`config.mk`:
```
export PLATFORM = sky130hd
export DESIGN_NAME = rotated_window_collector_flat
export DESIGN_NICKNAME = d
export VERILOG_FILES = /design/src/rtl/rotwin_pkg.sv /design/src/rtl/rotated_window_collector_if.sv /design/src/rtl/rotwin_fsm.sv /design/src/rtl/rotated_window_collector.sv /design/src/flat_wrapper.sv
export SDC_FILE = /design/constraint.sdc
export NUM_CORES = 1
export LEC_CHECK = 0
export BUFFER_PORTS_ARGS = -buffer_cell sky130_fd_sc_hd__buf_2
export CORE_ASPECT_RATIO = 1.25
export CORE_MARGIN = 10
export CORE_UTILIZATION = 36
export DETAILED_ROUTE_END_ITERATION = 16
export HOLD_SLACK_MARGIN = 0.03
export PLACE_DENSITY = 0.59
export SKIP_CTS_REPAIR_TIMING = 1
export SLEW_MARGIN = 30
export SYNTH_ARGS = -nofsm -noshare
export SYNTH_HDL_FRONTEND = slang
export SYNTH_SLANG_ARGS = --single-unit
```
`constraint.sdc`:
```
create_clock -name clk -period 2.41 [get_ports clk]
set_input_delay 0.1205 -clock clk [delete_from_list [all_inputs] [get_ports clk]]
set_output_delay 0.1205 -clock clk [all_outputs]
set_load 0.03 [all_outputs]
```
`src/rtl/rotwin_pkg.sv`:
```
// Shared definitions for the rotated-window collector: FSM encoding,
// the largest legal rotation index and the width helper.
package rotwin_pkg;

  typedef enum logic [1:0] {
    ST_IDLE    = 2'd0,
    ST_COLLECT = 2'd1,
    ST_HOLD    = 2'd2
  } rotwin_state_e;

  localparam int ANG_MAX = 35;

  // Ceiling log2, floored at 1 so a degenerate window still gets a real bus.
  function automatic int rotwin_clog2(input int value);
    int r;
    r = 0;
    for (int i = 0; i < 31; i++) begin
      if ((1 << i) < value) r = i + 1;
    end
    return (r < 1) ? 1 : r;
  endfunction

endpackage

```
`src/rtl/rotated_window_collector_if.sv`:
```
// Request, serializer, sample and window bundle of the rotated-window collector.
// slave = collector side, master = surrounding environment.
interface rotwin_if #(
  parameter int winW   = 4,
  parameter int winH   = winW,
  parameter int dataW  = 8,
  parameter int angleW = 6
);
  localparam int N    = winW * winH;
  localparam int SUMW = dataW + rotwin_pkg::rotwin_clog2(N);

  logic                  req_valid;
  logic                  req_ready;
  logic [angleW-1:0]     req_rotate;
  logic                  ser_load;
  logic [angleW-1:0]     ser_rotate;
  logic                  samp_valid;
  logic [dataW-1:0]      samp_data;
  logic                  win_valid;
  logic                  win_ready;
  logic [N*dataW-1:0]    window_out;
  logic [angleW-1:0]     win_rotate;
  logic                  err_overrun;
  logic                  err_angle;
  logic [SUMW-1:0]       sum_out;

  modport slave (
    input  req_valid, req_rotate, samp_valid, samp_data, win_ready,
    output req_ready, ser_load, ser_rotate, win_valid, window_out,
           win_rotate, err_overrun, err_angle, sum_out
  );

  modport master (
    output req_valid, req_rotate, samp_valid, samp_data, win_ready,
    input  req_ready, ser_load, ser_rotate, win_valid, window_out,
           win_rotate, err_overrun, err_angle, sum_out
  );

endinterface

```
`src/rtl/rotwin_fsm.sv`:
```
// Control for the rotated-window collector: request/window handshakes,
// serializer load pulse, sample slot counter and sticky error flags.
module rotwin_fsm
  import rotwin_pkg::*;
#(
  parameter int N      = 16,
  parameter int angleW = 6,
  parameter int CNTW   = rotwin_clog2(N)
) (
  input  logic              clk,
  input  logic              rst,
  input  logic              en,
  input  logic              req_valid,
  input  logic [angleW-1:0] req_rotate,
  input  logic              samp_valid,
  input  logic              win_ready,
  output logic              req_ready,
  output logic              ser_load,
  output logic [angleW-1:0] ser_rotate,
  output logic              win_valid,
  output logic [angleW-1:0] win_rotate,
  output logic              err_overrun,
  output logic              err_angle,
  output logic              wr_en,
  output logic [CNTW-1:0]   wr_idx,
  output logic              start
);

  localparam logic [angleW-1:0] ANG_LIM  = angleW'(ANG_MAX);
  localparam logic [CNTW-1:0]   CNT_LAST = CNTW'(N - 1);

  rotwin_state_e     state_q, state_d;
  logic [CNTW-1:0]   count_q, count_d;
  logic [angleW-1:0] rot_q, rot_d;
  logic              ser_load_q, ser_load_d;
  logic              req_ready_q, req_ready_d;
  logic              win_valid_q, win_valid_d;
  logic              err_overrun_q, err_overrun_d;
  logic              err_angle_q, err_angle_d;

  assign start = en && (state_q == ST_IDLE) && req_valid && (req_rotate <= ANG_LIM);
  assign wr_en = en && (state_q == ST_COLLECT) && samp_valid;
  assign wr_idx = count_q;

  always_comb begin
    state_d       = state_q;
    count_d       = count_q;
    rot_d         = rot_q;
    ser_load_d    = ser_load_q;
    req_ready_d   = req_ready_q;
    win_valid_d   = win_valid_q;
    err_overrun_d = err_overrun_q;
    err_angle_d   = err_angle_q;
    if (en) begin
      ser_load_d = 1'b0;
      case (state_q)
        ST_IDLE: begin
          if (req_valid) begin
            if (req_rotate > ANG_LIM) begin
              err_angle_d = 1'b1;
            end else begin
              state_d    = ST_COLLECT;
              rot_d      = req_rotate;
              ser_load_d = 1'b1;
              count_d    = '0;
            end
          end
        end
        ST_COLLECT: begin
          if (samp_valid) begin
            // Counter parks on the last slot instead of wrapping.
            if (count_q == CNT_LAST) state_d = ST_HOLD;
            else                     count_d = count_q + 1'b1;
          end
        end
        ST_HOLD: begin
          if (win_ready) state_d = ST_IDLE;
        end
        default: state_d = ST_IDLE;
      endcase
      if (samp_valid && (state_q != ST_COLLECT)) err_overrun_d = 1'b1;
      req_ready_d = (state_d == ST_IDLE);
      win_valid_d = (state_d == ST_HOLD);
    end
  end

  always_ff @(posedge clk) begin
    if (!rst) begin
      state_q       <= ST_IDLE;
      count_q       <= '0;
      rot_q         <= '0;
      ser_load_q    <= 1'b0;
      req_ready_q   <= 1'b1;
      win_valid_q   <= 1'b0;
      err_overrun_q <= 1'b0;
      err_angle_q   <= 1'b0;
    end else begin
      state_q       <= state_d;
      count_q       <= count_d;
      rot_q         <= rot_d;
      ser_load_q    <= ser_load_d;
      req_ready_q   <= req_ready_d;
      win_valid_q   <= win_valid_d;
      err_overrun_q <= err_overrun_d;
      err_angle_q   <= err_angle_d;
    end
  end

  assign req_ready   = req_ready_q;
  assign ser_load    = ser_load_q;
  assign ser_rotate  = rot_q;
  assign win_rotate  = rot_q;
  assign win_valid   = win_valid_q;
  assign err_overrun = err_overrun_q;
  assign err_angle   = err_angle_q;

endmodule

```
`src/rtl/rotated_window_collector.sv`:
```
// Collects a serial stream of interpolated samples into a winW x winH window.
// Define ROTWIN_SUM_EN to build the window sample-sum accumulator.
module rotated_window_collector
  import rotwin_pkg::*;
#(
  parameter int winW   = 4,
  parameter int winH   = winW,
  parameter int dataW  = 8,
  parameter int angleW = 6
) (
  input  logic     clk,
  input  logic     rst,
  input  logic     en,
  rotwin_if.slave  bus
);

  localparam int N    = winW * winH;
  localparam int CNTW = rotwin_clog2(N);

  logic            wr_en;
  logic [CNTW-1:0] wr_idx;
  logic            start;

  rotwin_fsm #(
    .N      (N),
    .angleW (angleW),
    .CNTW   (CNTW)
  ) u_fsm (
    .clk         (clk),
    .rst         (rst),
    .en          (en),
    .req_valid   (bus.req_valid),
    .req_rotate  (bus.req_rotate),
    .samp_valid  (bus.samp_valid),
    .win_ready   (bus.win_ready),
    .req_ready   (bus.req_ready),
    .ser_load    (bus.ser_load),
    .ser_rotate  (bus.ser_rotate),
    .win_valid   (bus.win_valid),
    .win_rotate  (bus.win_rotate),
    .err_overrun (bus.err_overrun),
    .err_angle   (bus.err_angle),
    .wr_en       (wr_en),
    .wr_idx      (wr_idx),
    .start       (start)
  );

  // Window slots sit in flops, not RAM: all of them are visible at once and
  // reset must clear them.
  for (genvar gi = 0; gi < N; gi++) begin : g_slot
    logic [dataW-1:0] slot_q, slot_d;

    always_comb begin
      slot_d = slot_q;
      if (wr_en && (wr_idx == CNTW'(gi))) slot_d = bus.samp_data;
    end

    always_ff @(posedge clk) begin
      if (!rst) slot_q <= '0;
      else      slot_q <= slot_d;
    end

    assign bus.window_out[gi*dataW +: dataW] = slot_q;
  end

`ifdef ROTWIN_SUM_EN
  localparam int SUMW = dataW + CNTW;

  logic [SUMW-1:0] sum_q, sum_d;

  always_comb begin
    sum_d = sum_q;
    if (start)      sum_d = '0;
    else if (wr_en) sum_d = sum_q + SUMW'(bus.samp_data);
  end

  always_ff @(posedge clk) begin
    if (!rst) sum_q <= '0;
    else      sum_q <= sum_d;
  end

  assign bus.sum_out = sum_q;
`else
  logic unused_start;
  assign unused_start = start;
  assign bus.sum_out  = '0;
`endif

endmodule

```
`src/flat_wrapper.sv`:
```
// flat-port wrapper written by rule: the top's interface ports become plain ports
module rotated_window_collector_flat import rotwin_pkg::*;
#(
  parameter int winW   = 4,
  parameter int winH   = winW,
  parameter int dataW  = 8,
  parameter int angleW = 6
)
  (clk, rst, en, bus_req_valid, bus_req_rotate, bus_samp_valid, bus_samp_data, bus_win_ready, bus_req_ready, bus_ser_load, bus_ser_rotate, bus_win_valid, bus_window_out, bus_win_rotate, bus_err_overrun, bus_err_angle, bus_sum_out);
  rotwin_if #(.winW(winW), .winH(winH), .dataW(dataW), .angleW(angleW)) bus_i ();
  input  logic clk;
  input  logic rst;
  input  logic en;
  input wire logic [$bits(bus_i.req_valid)-1:0] bus_req_valid;
  input wire logic [$bits(bus_i.req_rotate)-1:0] bus_req_rotate;
  input wire logic [$bits(bus_i.samp_valid)-1:0] bus_samp_valid;
  input wire logic [$bits(bus_i.samp_data)-1:0] bus_samp_data;
  input wire logic [$bits(bus_i.win_ready)-1:0] bus_win_ready;
  output wire logic [$bits(bus_i.req_ready)-1:0] bus_req_ready;
  output wire logic [$bits(bus_i.ser_load)-1:0] bus_ser_load;
  output wire logic [$bits(bus_i.ser_rotate)-1:0] bus_ser_rotate;
  output wire logic [$bits(bus_i.win_valid)-1:0] bus_win_valid;
  output wire logic [$bits(bus_i.window_out)-1:0] bus_window_out;
  output wire logic [$bits(bus_i.win_rotate)-1:0] bus_win_rotate;
  output wire logic [$bits(bus_i.err_overrun)-1:0] bus_err_overrun;
  output wire logic [$bits(bus_i.err_angle)-1:0] bus_err_angle;
  output wire logic [$bits(bus_i.sum_out)-1:0] bus_sum_out;
  assign bus_i.req_valid = bus_req_valid;
  assign bus_i.req_rotate = bus_req_rotate;
  assign bus_i.samp_valid = bus_samp_valid;
  assign bus_i.samp_data = bus_samp_data;
  assign bus_i.win_ready = bus_win_ready;
  assign bus_req_ready = bus_i.req_ready;
  assign bus_ser_load = bus_i.ser_load;
  assign bus_ser_rotate = bus_i.ser_rotate;
  assign bus_win_valid = bus_i.win_valid;
  assign bus_window_out = bus_i.window_out;
  assign bus_win_rotate = bus_i.win_rotate;
  assign bus_err_overrun = bus_i.err_overrun;
  assign bus_err_angle = bus_i.err_angle;
  assign bus_sum_out = bus_i.sum_out;
  rotated_window_collector #(.winW(winW), .winH(winH), .dataW(dataW), .angleW(angleW)) u_core (.clk(clk), .rst(rst), .en(en), .bus(bus_i));
endmodule
```
==> metrics.csv <==
metric;value;unit
fin_area;7197;sq um
htreeDepth;4;
synth_compound_area_share;2.641;%
ys_warn_count;0;
hold_viol;0;
finalSetupViolations;0;
clkSinkCount;145;
max_freq;0.5057;GHz
synth-xor-area-share;0;%
fin_crit_sh;82.05;%
final_nets;715;
cts_max_path_buffers;2;
synthAdderAreaFrac;0.8803;%
via_per_inst;4.695;
die_y;160.5;microns
grt_pass1_vias;4487;
synth-simple-area-share;16.48;%
grt_pass1_wl;25560;microns
vdd_drop_max;498.3;uV
crit_type;register to register;
fin_worst_skew;0.007898;ns
async_flop_share;0;%
worstPathRequired;2.68;ns
power.leakage;4.141;nW
cpPeakStageDelay;0.57;ns
synth-seq-cells;145;
ys_types;38;
path_buf_inv;0;
clkTransAtPathRegs;0.05;ns
status;completed;
postRouteAntennaNets;0;
nFillCells;1582;
cp_slowest_cell;and4b_1;
cts_made_buffers;17;
design.core.area;15570;sq um
slew_headroom;56.62;%
arrival;2.25;ns
pin_count;177;
ys.flop_type;dfxtp_1;
critPathTopFamily;simple AND/OR/NAND/NOR gates;
yosysTopAreaCell;dfxtp_1;
drc_errors;0;
clk_latency;0.41;ns
die_x;132.4;microns
synth_top_area_share;51.06;%
synth_top_family_by_area;multiplexers;
grt_overflow;0;
grt_max_degree;65;
dr_total_vias;4282;
cp-end-kind;register;
num_antenna_cells;0;
grtUsageTotal;15.19;%
synth_edf_count;0;
max_cap_viol_count;0;
dpl.hpwl;11870;microns
drt_pass1_iterations;4;
holdCritPathClass;input port to register;
area_delta_synth_final;26.58;%
rsz0062_at_grt;no;
drv_slew;0;
synth_seq_area_share;51.06;%
gp_congestion;0.8003;
p_per_area;722.1;nW/um^2
reg2reg_slack;0.43;ns
worst_pin_slew;0.6494;ns
synth.cell_area;5685;sq um
dieArea;21250;sq um
ys_top_cells_by_area;dfxtp_1 51%, mux2i_1 24%, nor2_1 9.1%;
avgSynthCellArea;10.63;sq um
initial_core_util;36.52;%
synth_mux_area_share;23.59;%
critPathLaunchType;register;
drive_above_1_share;31.57;%
cts-root-buf;clkbuf_16;
port_buffers;164;
worstPathMaxFanout;9;
cts_tree;done;
final.setup.tns;0;ns
min_period;1.977;ns
finalWirelength;16370;microns
wl_per_cell;17.95;microns
row_count;51;
dr.first_iter.drc_count;174;
grt_antenna_before_repair;0;
postPlaceCellArea;6588;sq um
netlist_instances;535;
crit_chain;and4b_1, nand4_2, mux2i_1, nor2_1;
==> routing by layer <==
metal	track usage, %	share of wire (%)
met4	4.309	0.90
met1	15.57	39
met3	6.960	8.4
met5	0	0
met2	27.14	52
==> stage by stage <==
stage / hold slack (ns) / total power, mW / setup WS (ns) / util, % / cells
floorplan: 0.2607 / 2.651 / 0.7963 / - / 546
global placement: 0.3545 / 2.716 / 0.5319 / 42.31 / 879
detailed placement: 0.3764 / 2.723 / 0.4088 / 42.31 / 879
CTS: -0.05836 / 5.260 / 0.4249 / 45.90 / 907
global route: 0.03491 / 5.378 / 0.2676 / 46.22 / 912
finish: 0.02975 / 5.197 / 0.4325 / 46.22 / 912
==> worst reg2reg max path: stages (launching register included) <==
cell and delay (ns):
dfxtp_1 0.47, and4b_1 0.58, nand4_2 0.44, mux2i_1 0.31
nor2_1 0.06
==> kinds of logic after synthesis <==
logic type / Yosys count
DFF: 145
AOI/OAI and AO/OA: 21
other: 1
muxes: 134
and+or+nand+nor: 177
adders and majority gates: 4
buffers and inverters: 53
==> power breakdown <==
part	total [mW]	leakage [nW]	switching [mW]	internal [mW]
Clock	2.52	0.271	0.941	1.58
Combinational	0.253	2.70	0.191	0.0620
Sequential	2.42	1.17	0.00947	2.41
Total	5.20	4.14	1.14	4.06
==> worst paths after layout <==
kind / start / to / depth (start not counted)
setup / recovery: u_core.u_fsm.state_q[0]$_SDFFE_PN0P_ / u_core.g_slot[12].slot_q[4]$_SDFFE_PN0P_ / 4
hold / removal: bus_req_rotate[3] / u_core.u_fsm.ser_rotate[3]$_SDFFE_PN0P_ / 3
setup reg to reg: u_core.u_fsm.state_q[0]$_SDFFE_PN0P_ / u_core.g_slot[12].slot_q[4]$_SDFFE_PN0P_ / 4
hold reg to reg: u_core.u_fsm.err_angle$_SDFFE_PN0P_ / u_core.u_fsm.err_angle$_SDFFE_PN0P_ / 2
==> cell usage after synthesis (2+ instances only) <==
master	n
a31oi_1	2
nand4_2	4
buf_2	5
dfxtp_1	145
buf_4	19
and2b_2	2
inv_1	3
o31ai_1	2
a21oi_1	7
mux2i_1	134
nor3b_1	2
or4_1	3
nand3_4	10
nor2_1	138
clkbuf_1	23
o21ai_0	5
nand3_2	3
ha_1	4
nand2b_1	3
nor2b_1	3
==> layout by cell type, fill, tap and decap left out, types with 2 or more instances in the layout <==
cell and n:
clkbuf_8 3, nand3_4 10, or4_1 3, clkbuf_16 17, nor3b_1 2, bufinv_16 2, inv_1 3, nand2b_1 3
buf_2 164, nor2b_1 3, dlygate4sd3_1 5, nand3_2 3, nor2_1 138, a21oi_1 7, dfxtp_1 145, a31oi_1 2
o31ai_1 2, and2b_2 2, o21ai_0 5, clkbuf_1 3, ha_1 4, buf_4 5, nand4_2 4, mux2i_1 134
conb_1 12
==> cell type report <==
cell class,instances,area (sq um),area share (%)
Clock inverter,5,81.33,1.130
Multi-Input combinational cell,348,2524,35.07
Inverter,4,17.52,0.2434
Clock buffer,23,478.0,6.641
Tap cell,212,265.3,3.686
Timing Repair Buffer,175,928.4,12.90
Sequential cell,145,2903,40.33
==> sequential cells by signal (all words and copies together), names as in the netlist <==
| name | flops |
|---|---|
| u_core.u_fsm.err_angle | 1 |
| u_core.u_fsm.ser_rotate | 6 |
| u_core.u_fsm.ser_load | 1 |
| u_core.u_fsm.req_ready | 1 |
| u_core.u_fsm.wr_idx | 4 |
| u_core.u_fsm.err_overrun | 1 |
| u_core.u_fsm.state_q | 2 |
| u_core.g_slot.slot_q | 128 |
| u_core.u_fsm.win_valid | 1 |
Note: power is estimated with default switching activity, not from simulation.
